===== src/rtl/solver_dispatcher_pkg.sv =====
`default_nettype none
// ============================================================================
// Module   : solver_dispatcher_pkg
// Purpose  : Shared types and widths for the polynomial solver dispatcher.
//            Holds the FSM state enum, operand widths, the packed FIFO entry
//            width and the default configuration values.
// Revision : 1.0 - initial release
// ============================================================================
package solver_dispatcher_pkg;

  localparam int X_W                    = 8;
  localparam int COEF_W                 = 16;
  localparam int ENTRY_W                = X_W + 3 * COEF_W;   // 56
  localparam int DEFAULT_DEPTH          = 4;
  localparam int DEFAULT_TIMEOUT_CYCLES = 64;

  typedef enum logic [1:0] {
    IDLE  = 2'd0,
    ISSUE = 2'd1,
    WAIT  = 2'd2
  } state_t;

  // Entry layout, MSB first: {X, A, B, C}
  function automatic logic [ENTRY_W-1:0] pack_entry(
    input logic [X_W-1:0]    x,
    input logic [COEF_W-1:0] a,
    input logic [COEF_W-1:0] b,
    input logic [COEF_W-1:0] c
  );
    return {x, a, b, c};
  endfunction

endpackage
`default_nettype wire


===== src/rtl/solver_dispatcher_fifo.sv =====
`default_nettype none
// ============================================================================
// Module   : dispatch_fifo
// Purpose  : Synchronous FIFO of DEPTH entries (power of two) buffering
//            operand sets between the host and the dispatcher FSM.
// Ports    : clk, rst (async, active-high)
//            push/push_data  - write when push && !full
//            pop/pop_data    - pop_data shows the head; pop advances it
//            full, empty, level (occupancy, 0..DEPTH)
// Revision : 1.0 - initial release
// ============================================================================
module dispatch_fifo
  import solver_dispatcher_pkg::*;
#(
  parameter int DEPTH = DEFAULT_DEPTH,
  parameter int WIDTH = ENTRY_W
) (
  input  logic                     clk,
  input  logic                     rst,
  input  logic                     push,
  input  logic [WIDTH-1:0]         push_data,
  input  logic                     pop,
  output logic [WIDTH-1:0]         pop_data,
  output logic                     full,
  output logic                     empty,
  output logic [$clog2(DEPTH):0]   level
);

  localparam int             c_aw         = $clog2(DEPTH);
  localparam logic [c_aw:0]  c_full_level = (c_aw + 1)'(DEPTH);

  logic [WIDTH-1:0] r_mem [DEPTH];
  logic [c_aw-1:0]  r_wr_ptr;
  logic [c_aw-1:0]  r_rd_ptr;
  logic [c_aw:0]    r_level;
  logic             w_push_ok;
  logic             w_pop_ok;

  assign full      = (r_level == c_full_level);
  assign empty     = (r_level == '0);
  assign level     = r_level;
  assign pop_data  = r_mem[r_rd_ptr];
  assign w_push_ok = push && !full;
  assign w_pop_ok  = pop && !empty;

  // Storage carries no reset; occupancy tracking alone defines validity.
  always_ff @(posedge clk) begin
    if (w_push_ok) begin
      r_mem[r_wr_ptr] <= push_data;
    end
  end

  // Pointers wrap naturally because DEPTH is a power of two.
  always_ff @(posedge clk or posedge rst) begin
    if (rst) begin
      r_wr_ptr <= '0;
      r_rd_ptr <= '0;
      r_level  <= '0;
    end else begin
      if (w_push_ok) begin
        r_wr_ptr <= r_wr_ptr + 1'b1;
      end
      if (w_pop_ok) begin
        r_rd_ptr <= r_rd_ptr + 1'b1;
      end
      if (w_push_ok && !w_pop_ok) begin
        r_level <= r_level + 1'b1;
      end else if (!w_push_ok && w_pop_ok) begin
        r_level <= r_level - 1'b1;
      end
    end
  end

endmodule
`default_nettype wire


===== src/rtl/solver_dispatcher.sv =====
`default_nettype none
// ============================================================================
// Module   : solver_dispatcher
// Purpose  : Upstream feeder for the polynomial solver core. Buffers host
//            operand sets in a FIFO, issues one job at a time to the solver
//            with a start/completed handshake and returns each result in a
//            single-entry valid/ready output slot.
// Ports    : clk, rst (async, active-high)
//            in_valid/in_ready, in_x, in_a, in_b, in_c   - host side
//            sol_start, sol_x/a/b/c                     - solver operands
//            sol_result, sol_zero, sol_overflow,
//            sol_completed                              - solver results
//            out_valid/out_ready, out_result, out_zero,
//            out_overflow, out_timeout                  - result slot
//            level (FIFO occupancy), busy (FSM not idle)
// Options  : SOLVER_DISPATCH_TIMEOUT_EN - abandon a job after TIMEOUT_CYCLES
//            WAIT cycles and return an overflow/timeout result.
// Revision : 1.0 - initial release
// ============================================================================
module solver_dispatcher
  import solver_dispatcher_pkg::*;
#(
  parameter int DEPTH          = DEFAULT_DEPTH,
  parameter int TIMEOUT_CYCLES = DEFAULT_TIMEOUT_CYCLES
) (
  input  logic                   clk,
  input  logic                   rst,
  input  logic                   in_valid,
  output logic                   in_ready,
  input  logic [X_W-1:0]         in_x,
  input  logic [COEF_W-1:0]      in_a,
  input  logic [COEF_W-1:0]      in_b,
  input  logic [COEF_W-1:0]      in_c,
  output logic                   sol_start,
  output logic [X_W-1:0]         sol_x,
  output logic [COEF_W-1:0]      sol_a,
  output logic [COEF_W-1:0]      sol_b,
  output logic [COEF_W-1:0]      sol_c,
  input  logic [COEF_W-1:0]      sol_result,
  input  logic                   sol_zero,
  input  logic                   sol_overflow,
  input  logic                   sol_completed,
  output logic                   out_valid,
  input  logic                   out_ready,
  output logic [COEF_W-1:0]      out_result,
  output logic                   out_zero,
  output logic                   out_overflow,
  output logic                   out_timeout,
  output logic [$clog2(DEPTH):0] level,
  output logic                   busy
);

  if ((DEPTH < 2) || ((DEPTH & (DEPTH - 1)) != 0) || (TIMEOUT_CYCLES < 1)) begin : g_param_check
    $error("solver_dispatcher: DEPTH must be a power of two >= 2 and TIMEOUT_CYCLES >= 1");
  end

  state_t             r_state;
  state_t             w_next_state;
  logic               r_comp_q;
  logic               w_comp_edge;
  logic               w_slot_free;
  logic               w_pop;
  logic               w_capture;
  logic               w_expire_capture;
  logic               w_expired;
  logic               w_full;
  logic               w_empty;
  logic               w_push;
  logic [ENTRY_W-1:0] w_head;

  assign in_ready    = !w_full;
  assign w_push      = in_valid && in_ready;
  // A completed level held over from an earlier job produces no edge until
  // it has been sampled low at least once.
  assign w_comp_edge = sol_completed && !r_comp_q;
  // Slot can take a new job if empty now or being drained this cycle.
  assign w_slot_free = !out_valid || out_ready;
  assign sol_start   = (r_state == ISSUE);
  assign busy        = (r_state != IDLE);

  dispatch_fifo #(
    .DEPTH (DEPTH),
    .WIDTH (ENTRY_W)
  ) u_fifo (
    .clk       (clk),
    .rst       (rst),
    .push      (w_push),
    .push_data (pack_entry(in_x, in_a, in_b, in_c)),
    .pop       (w_pop),
    .pop_data  (w_head),
    .full      (w_full),
    .empty     (w_empty),
    .level     (level)
  );

  // ---------------------------------------------------------------- FSM
  always_ff @(posedge clk or posedge rst) begin
    if (rst) begin
      r_state <= IDLE;
    end else begin
      r_state <= w_next_state;
    end
  end

  always_comb begin
    w_next_state     = r_state;
    w_pop            = 1'b0;
    w_capture        = 1'b0;
    w_expire_capture = 1'b0;
    case (r_state)
      IDLE: begin
        if (!w_empty && w_slot_free) begin
          w_pop        = 1'b1;
          w_next_state = ISSUE;
        end
      end
      ISSUE: begin
        w_next_state = WAIT;
      end
      WAIT: begin
        // A real completion edge wins over a simultaneous expiry.
        if (w_comp_edge) begin
          w_capture    = 1'b1;
          w_next_state = IDLE;
        end else if (w_expired) begin
          w_expire_capture = 1'b1;
          w_next_state     = IDLE;
        end
      end
      default: begin
        w_next_state = IDLE;
      end
    endcase
  end

  // ---------------------------------------------------------- datapath
  always_ff @(posedge clk or posedge rst) begin
    if (rst) begin
      r_comp_q     <= 1'b0;
      sol_x        <= '0;
      sol_a        <= '0;
      sol_b        <= '0;
      sol_c        <= '0;
      out_valid    <= 1'b0;
      out_result   <= '0;
      out_zero     <= 1'b0;
      out_overflow <= 1'b0;
    end else begin
      r_comp_q <= sol_completed;
      if (w_pop) begin
        {sol_x, sol_a, sol_b, sol_c} <= w_head;
      end
      if (w_capture) begin
        out_valid    <= 1'b1;
        out_result   <= sol_result;
        out_zero     <= sol_zero;
        out_overflow <= sol_overflow;
      end else if (w_expire_capture) begin
        out_valid    <= 1'b1;
        out_result   <= '0;
        out_zero     <= 1'b0;
        out_overflow <= 1'b1;
      end else if (out_valid && out_ready) begin
        out_valid <= 1'b0;
      end
    end
  end

`ifdef SOLVER_DISPATCH_TIMEOUT_EN
  localparam int              c_cnt_w     = $clog2(TIMEOUT_CYCLES + 1);
  localparam logic [c_cnt_w-1:0] c_last_wait = c_cnt_w'(TIMEOUT_CYCLES - 1);

  logic [c_cnt_w-1:0] r_wait_cnt;

  // Counter rests at zero outside WAIT, so each WAIT entry starts fresh;
  // it reads k-1 on the k-th WAIT cycle.
  assign w_expired = (r_state == WAIT) && (r_wait_cnt == c_last_wait);

  always_ff @(posedge clk or posedge rst) begin
    if (rst) begin
      r_wait_cnt  <= '0;
      out_timeout <= 1'b0;
    end else begin
      if (r_state != WAIT) begin
        r_wait_cnt <= '0;
      end else if (!w_expired) begin
        r_wait_cnt <= r_wait_cnt + 1'b1;
      end
      if (w_capture) begin
        out_timeout <= 1'b0;
      end else if (w_expire_capture) begin
        out_timeout <= 1'b1;
      end
    end
  end
`else
  assign w_expired   = 1'b0;
  assign out_timeout = 1'b0;
`endif

endmodule
`default_nettype wire


===== config.mk =====
export PLATFORM = sky130hd
export DESIGN_NAME = solver_dispatcher
export DESIGN_NICKNAME = d
export VERILOG_FILES = /design/src/rtl/solver_dispatcher_pkg.sv /design/src/rtl/solver_dispatcher_fifo.sv /design/src/rtl/solver_dispatcher.sv
export SDC_FILE = /design/constraint.sdc
export NUM_CORES = 1
export LEC_CHECK = 0
export CAP_MARGIN = 20
export CORE_AREA = 5 5 166 168
export CTS_CLUSTER_SIZE = 25
export DETAILED_ROUTE_END_ITERATION = 12
export DIE_AREA = 0 0 171 173
export PLACE_DENSITY = 0.67
export SKIP_LAST_GASP = 1
export SLEW_MARGIN = 10
export SYNTH_ARGS = -nofsm -noshare
export SYNTH_HDL_FRONTEND = slang
export SYNTH_SLANG_ARGS = --single-unit

===== constraint.sdc =====
create_clock -name clk -period 6.7 [get_ports clk]
set_clock_uncertainty 0.05 [all_clocks]
set_input_delay 1.005 -clock clk [delete_from_list [all_inputs] [get_ports clk]]
set_output_delay 1.005 -clock clk [all_outputs]
set_load 0.03 [all_outputs]

### Word level (Yosys, flattened, before mapping)

Memory sizes are Yosys's and may differ from the RTL's. A register that Yosys moved wholly into a read port is not among the register bits.
Index checks and enable logic that the tools add are counted.

* flip-flop bits (word level): 29
* RAM bits: 224
* input port bits: 79
* output and inout bits: 82
* logic and storage cells: 56
* memories: 1

Memories
* u_fifo.r_mem: depth 4, width 56, read ports 1, clocked after memory_dff 1, write ports 1, line solver_dispatcher_fifo.sv:32 `logic [WIDTH-1:0] r_mem [DEPTH];`

* $add $sub $neg: 4
* equal/unequal tests: 5
* mux-type cells: 16
* reduce and logical (&&, ||, !) cells: 21

Operator list (count)
* $mux W16: 1
* $mux W1: 10
* $logic_and A1 B1 Y1: 8
* $logic_not A1 Y1: 6
* $mux W3: 2
* $pmux W2 S3: 1
* $reduce_bool A2 Y1: 3
* $add A2 B1 Y2 const B: 2
* $mux W2: 2
* $ne A2 B2 Y1 const B: 2
* $add A3 B1 Y3 const B: 1
* $eq A3 B3 Y1 const B: 1
* $logic_not A3 Y1: 1
* $sub A3 B1 Y3 const B: 1
* $eq A2 B1 Y1 const B: 1
* $eq A2 B2 Y1 const B: 1
* $logic_not A2 Y1: 1
* $reduce_and A2 Y1: 1
* $logic_or A1 B1 Y1: 1

### Depth between registers and ports, before layout

Gate-level depths: netlist (run 1).

* word-level depth: 9
* mapped depth: 10
* gate-level depth less buffers: 8

### Modules after synthesis

From an unflattened synthesis (run 1), not the netlist that was laid out.

* cells, all modules: 504
* area total of the unflattened synthesis: 11488.5 um2

Modules (own cells, without submodules)
* dispatch_fifo: instances 1, cells an instance 329, area each 8528.2 um2
* solver_dispatcher: instances 1, cells an instance 175, area each 2960.3 um2

### Least setup slack after synthesis (run 1)

OpenSTA, ideal clock, no wires.

* path type: input to register
* start point: input port in_valid
* end point: memory u_fifo.r_mem[0][0] in the netlist's numbering, enable pin
* setup time: 0.420 ns
* arrival: 2.749 ns
* data required time: 6.230 ns
* path slack: 3.481 ns
* stages: 2
* path buffers: 0
* cells stage by stage: a21boi_1 and2_1

* longest elaborated chain between the ends: 4

RTL lines
* from (decl): line solver_dispatcher.sv:28 `input logic in_valid,`
* $logic_and A1 B1 Y1: line solver_dispatcher.sv:72 `assign w_push = in_valid && in_ready;`
* $logic_and A1 B1 Y1: line solver_dispatcher_fifo.sv:43 `assign w_push_ok = push && !full;`
* $mux W1: line solver_dispatcher_fifo.sv:48 `if (w_push_ok) begin`
* $mux W1 (not written as such): line solver_dispatcher_fifo.sv:49 `r_mem[r_wr_ptr] <= push_data;`
* to (decl): line solver_dispatcher_fifo.sv:32

Every way passes these cells.

### Final worst setup path (run 1)

* start point: input port out_ready
* end point: register u_fifo.r_level[1] (netlist: u_fifo.level[1])

* longest elaborated chain between the ends: 8
* elaborated cells on any way between the ends: 10

RTL lines
* from (decl): line solver_dispatcher.sv:44 `input logic out_ready,`
* $logic_or A1 B1 Y1 *: line solver_dispatcher.sv:77 `assign w_slot_free = !out_valid || out_ready;`
* $logic_and A1 B1 Y1 *: line solver_dispatcher.sv:112 `if (!w_empty && w_slot_free) begin`
* $mux W1 *: line solver_dispatcher.sv:112
* $mux W1 *: line solver_dispatcher.sv:110 `case (r_state)`
* $logic_and A1 B1 Y1 *: line solver_dispatcher_fifo.sv:44 `assign w_pop_ok = pop && !empty;`
* $logic_not A1 Y1: line solver_dispatcher_fifo.sv:66 `if (w_push_ok && !w_pop_ok) begin`
* $logic_and A1 B1 Y1: line solver_dispatcher_fifo.sv:66
* $mux W3 or $reduce_bool A2 Y1 (tied branches)
* to (signal assigned): line solver_dispatcher_fifo.sv:67 `r_level <= r_level + 1'b1;`
* to (signal assigned): line solver_dispatcher_fifo.sv:69 `r_level <= r_level - 1'b1;`
* to (decl): line solver_dispatcher_fifo.sv:35 `logic [c_aw:0] r_level;`

Mark *: on every way between the ends. The rest lies on a longest branch, timed or not.
A chain may end at the register's enable or synchronous reset.

==> results.yml, run 1 <==
run_status:
  status: "finished, final reports clean"
synthesis:
  synth_area_sq_um: 11400
  synthDistinctLibCells: 28
  ys_ff_latch: 309
  ys_seq_area_frac: 0.777
  synthCells: 502
  syn_nets: 587
  syn_avg_cell_area_sq_um: 22.7
  ys_warn_count: 0
global_routing:
  grt_pass1_vias: 5892
  grt_pass1_wl_um: 33600
  grt_overflow: 0
  antenna_found_initial: 1
  grt_max_degree: 60
  track_usage: 0.144
min_path:
  holdPathEnd: "out_result[5]$_DFFE_PP0P_"
  holdCritPathClass: "reg2reg"
  whs_path_depth: 1
  hold_start: "out_result[5]$_DFFE_PP0P_"
clock_network:
  cts_hold_buf: 0
  cts_resized: 0
  clk_latency_ps: 540
  cts_setup_buffers: 0
  cts_made_buffers: 31
  clk_path_buf_depth: 3
  root_buffer: "clkbuf_16"
  h-tree-depth: 1
  clk_pin_slew_ps: 60
  cts.sinks: 309
  cts_tree: "yes"
placement:
  dp_hpwl_um: 12400
  io_buffers: 159
  preCtsSetupSlack_ps: 2670
  gp_congestion: 0.746
  dp_cells: 977
  place_area_sq_um: 13300
finish:
  syn2layout_area_growth_pct: 25.1
  fin_area_sq_um: 14300
  final_util: 0.553
  fin_nets: 761
  fin_cells: 1035
  drive_above_1_share: 0.267
  antenna_cells: 0
  fill_cells: 1928
floorplan:
  core_sq_um: 25800
  rows: 59
  pin_count: 161
  die_h_um: 173
  start_util: 0.443
  die_w_um: 171
  die_area_sq_um: 29600
worst_setup_path:
  crit_chain: "clkdlybuf4s50_1 > nand2b_1 > nand3_4 > ha_1 > inv_1 > fa_1 > mux2_2"
  critical-path-top-delay-family: "adder cells"
  cp-start-kind: "input port"
  startpoint: "out_ready"
  ff2ff_setup_slack_ps: 3620
  slowest_stage: "nand3_4"
  cp.buffers_inverters: 2
  end_kind: "register"
  rr_endpoint: "u_fifo.level[1]$_DFFE_PP0P_"
  max_stage_delay_ps: 750
  crit-reg2reg-launch: "r_state[0]$_DFFE_PP0P_"
  crit_arrival_ps: 3800
  worst_r2r_path_depth: 6
  critPathKind: "in2reg"
  cp_max_fo: 59
  worstPathRequired_ps: 7070
routing:
  wl_per_cell_um: 20.6
  drc_errors: 0
  wl_um: 21300
  ant_nets: 0
  via_per_inst: 5.10
  drtPass1Iterations: 6
  initialDrtViolationCount: 292
  vias: 5280
sta:
  hold_viol: 0
  period_needed_ps: 3440
  period_share: 0.513
  max_clock_freq_mhz: 291
  worst_pin_slew_ps: 1010
  slew_violations: 0
  rsz0062_at_grt: "no"
  fin_tns_setup_ps: 0
  max-slew-margin-rel: 0.330
  setup_ws_ps: 3260
  setup_viol_count_final: 0
power_and_ir_drop:
  p_leak_uw: 0.00498
  power.net_switching_uw: 2210
  ir_drop_uv: 367
  pwr-share-comb: 0.362
  p_sw_frac: 0.316
  power_frac_clock: 0.224
  power_density_nw_per_um2: 489
  p_seq_frac: 0.414
  internal_power_uw: 4770
run:
  cap_violations: 0
[state kept, by name, indices dropped and copies added, names as in the netlist, 2 cells and up]
name	count
out_result	16
r_state	2
sol_a	16
sol_b	16
sol_c	16
sol_x	8
u_fifo.level	3
u_fifo.r_mem	224
u_fifo.r_rd_ptr	2
u_fifo.r_wr_ptr	2
[cell families after synthesis]
group / after synthesis / share of synthesized area
compound gates: 2 / 0.00132
fa+ha+maj: 6 / 0.00724
buf+inv: 29 / 0.0154
mux: 132 / 0.186
xor+xnor: 6 / 0.00461
simple gates: 17 / 0.00889
other cells: 1 / 0.000329
flops: 309 / 0.777
[metrics by stage]
step                      hold WS (ps)  power, uW
after floorplan                    480       4600
after global placement             437       5440
after detailed placement           446       5520
after CTS                          460       7100
after global routing               469       7340
final                              457       6980
[Yosys cell counts]
master / instances / area, sq um
buf_6: 2 / 22.5
or3_1: 1 / 6.26
nand2b_1: 2 / 12.5
xor2_1: 2 / 17.5
nor4bb_1: 1 / 10.0
nor2_1: 3 / 11.3
mux2_2: 76 / 856
and2_1: 4 / 25.0
nand4_1: 1 / 6.26
buf_4: 3 / 22.5
a21o_1: 1 / 7.51
nand2_1: 2 / 7.51
nor2b_1: 2 / 12.5
edfxtp_1: 224 / 6730
buf_12: 1 / 20.0
fa_1: 1 / 20.0
a21boi_1: 1 / 7.51
inv_1: 7 / 26.3
buf_8: 1 / 15.0
conb_1: 1 / 3.75
nand3_2: 1 / 10.0
ha_1: 5 / 62.6
buf_1: 2 / 7.51
dfrtp_1: 85 / 2130
buf_2: 10 / 50.1
xnor2_1: 4 / 35.0
clkbuf_1: 3 / 11.3
mux4_2: 56 / 1260
[placed cells by master, fill, tap and decap left out, types with 5 or more instances in the layout]
cell type	n
clkbuf_1	15
clkbuf_16	31
clkdlybuf4s50_1	159
clkinv_2	6
dfrtp_1	83
edfxtp_1	224
ha_1	5
inv_1	6
mux2_2	76
mux4_2	56
[power groups by stage]
stage	Sequential (uW)	Clock, uW	Combinational [uW]
floorplan	3330	0	1280
global placement	2900	0	2540
detailed placement	2940	0	2580
CTS	2900	1600	2590
global route	2960	1680	2700
finish	2890	1560	2530
[area by class of cell]
cell class	count	area [sq um]	share of cell area
clock inverters	7	36.3	0.00254
flip-flops and latches	309	8860	0.621
repair buffers	163	1630	0.114
inverters	7	28.8	0.00202
multi-input cells	164	2400	0.169
clock buffers	50	887	0.0622
well taps	335	419	0.0294
[worst max path at each step]
stage                                  endpoint  cells after the start  slack, ps
finish              u_fifo.level[1]$_DFFE_PP0P_                      7       3260
floorplan              out_overflow$_DFFE_PP0P_                      1       3450
detailed placement  u_fifo.level[1]$_DFFE_PP0P_                      7       2670
global route        u_fifo.level[1]$_DFFE_PP0P_                      7       3130
global placement    u_fifo.level[1]$_DFFE_PP0P_                      7       2730
CTS                 u_fifo.level[1]$_DFFE_PP0P_                      7       3230
[per-layer routing]
metal  up-vias  routed length [um]  global-route usage
met1      2747                9120               0.195
met3        29                1330              0.0322
met4         2                 305              0.0310
met2       144               10600               0.243
met5         -                  12                   0
li1       2358                   -                   -
Note: power is estimated with default switching activity, not from simulation.
==> inputs of run 2 (changes only) <==
PLACE_DENSITY = 0.69   (was 0.67)
clock period = 2.8 ns   (was 6.7 ns; I/O delays follow)
==> run 2 against run 1 <==
Effect of this change:
- core utilization up 1.4 points
- first-iteration DRC count up 13%
- sequential share of layout area down 1.6 points
- flip-flop and latch count unchanged
- critical path depth down 4
- worst hold slack worse by 230 ps
- critical endpoint is now busy
- non-clock buffer count up 9
- power rose to 2.5 times the previous value
- cell count up 0.77%
- via count up 2.9%
- combinational power up 140%
- register-to-register slack worse by 3000 ps
==> results.yml, run 2 (synthesis gave the netlist of run 1 again) <==
run_status:
  status: "finished, final reports clean"
clock_network:
  cts_made_buffers: 30
  cts_setup_buffers: 0
  h-tree-depth: 1
  clk_latency_ps: 530
  clk_path_buf_depth: 3
  cts_hold_buf: 0
  cts.sinks: 309
  cts_resized: 0
  root_buffer: "clkbuf_16"
  cts_tree: "yes"
  clk_pin_slew_ps: 60
finish:
  fin_cells: 1043
  syn2layout_area_growth_pct: 28.3
  layout_commonest_cell: "edfxtp_1"
  drive_above_1_share: 0.284
  antenna_cells: 0
  regMostFlops: "u_fifo.r_mem"
  multi_input_area_sq_um: 2400
  fin_nets: 769
  seq_area_sq_um: 8860
  fill_cells: 1898
  largest_reg_flops: 224
  final_cell_mix: "224 x edfxtp_1, 159 x clkdlybuf4s50_1, 83 x dfrtp_1"
global_routing:
  met2_usage: 0.253
  grt-busiest-layer: "met2"
  grt_overflow: 0
  grt_pass1_wl_um: 34800
  track_usage: 0.149
  grt_use_met1: 0.201
  grt_max_degree: 59
  grt_util_met3: 0.0311
  grt_pass1_vias: 6122
  antenna_found_initial: 0
floorplan:
  core_sq_um: 25800
  die_h_um: 173
  rows: 59
  pin_count: 161
  start_util: 0.443
  die_area_sq_um: 29600
  die_w_um: 171
worst_setup_path:
  critPathKind: "reg2out"
  crit-reg2reg-launch: "u_fifo.level[0]$_DFFE_PP0P_"
  worstPathRequired_ps: 2330
  crit_arrival_ps: 1930
  startpoint: "r_state[0]$_DFFE_PP0P_"
  end_kind: "output port"
  max_stage_delay_ps: 600
  critical-path-top-delay-family: "buffers and inverters"
  slowest_stage: "clkdlybuf4s50_1"
  cp.buffers_inverters: 2
  crit_chain: "nor2_1 > inv_1 > clkdlybuf4s50_1"
  cp-start-kind: "register"
  cp_max_fo: 4
run:
  cap_violations: 0
routing:
  initialDrtViolationCount: 329
  drtPass1Iterations: 4
  vias: 5434
  wl_per_cell_um: 20.9
  drc_errors: 0
  via_per_inst: 5.21
  wl_um: 21800
  ant_nets: 0
sta:
  period_needed_ps: 2400
  hold_viol: 0
  max_clock_freq_mhz: 416
  max-slew-margin-rel: 0.657
  rsz0062_at_grt: "no"
  slew_violations: 0
  fin_tns_setup_ps: 0
  period_share: 0.858
  worst_pin_slew_ps: 515
  setup_viol_count_final: 0
placement:
  io_buffers: 159
  dp_cells: 987
  gp_congestion: 0.777
  dp_hpwl_um: 13300
power_and_ir_drop:
  p_leak_uw: 0.00515
  ir_drop_uv: 925
  power_density_nw_per_um2: 1200
min_path:
  holdCritPathClass: "in2async"
[run 2: per-stage QoR]
step            util  hold WS [ps]  instance area [sq um]  setup WS [ps]  total power [uW]
2_1_floorplan      -           401                  11400            137             11000
3_3_place_gp   0.524           437                  13500            496             13200
3_5_place_dp   0.524           442                  13500            415             13400
4_1_cts        0.568           231                  14600            349             17900
5_1_grt        0.568           252                  14600            301             18500
6_report       0.568           228                  14600            397             17600
[run 2: path summary, 6_finish.rpt]
| check | slack, ps | endpoint | depth (start not counted) |
|---|---|---|---|
| setup / recovery | 400 | busy | 3 |
| hold / removal | 230 | sol_x[4]$_DFFE_PP0N_ | 2 |
| setup reg to reg | 590 | u_fifo.level[2]$_DFFE_PP0P_ | 8 |
| hold reg to reg | 450 | sol_x[0]$_DFFE_PP0N_ | 1 |
| max in group asynchronous | 1820 | u_fifo.r_rd_ptr[1]$_DFFE_PP0P_ | 3 |
| min in group clk | 370 | r_comp_q$_DFF_PP0_ | 1 |
[run 2: cell type report]
cell class	instances	area share
sequential	309	0.606
multi-input combinational	164	0.164
timing repair buffer	172	0.122
clock buffer	38	0.0555
tap	335	0.0287
clock inverter	18	0.0215
inverter	7	0.00197
[run 2: report_power, final]
group | switching [uW] | internal [uW] | total [uW]
sequential | 690 | 6320 | 7010
clock | 1590 | 2870 | 4460
combinational | 3060 | 3070 | 6130
total | 5340 | 12300 | 17600
[run 2: metal layers]
layer  vias up  wire (um)
met4         0        280
li1       2375          -
met5         -          0
met3        27       1370
met1      2871       9120
met2       161      11000
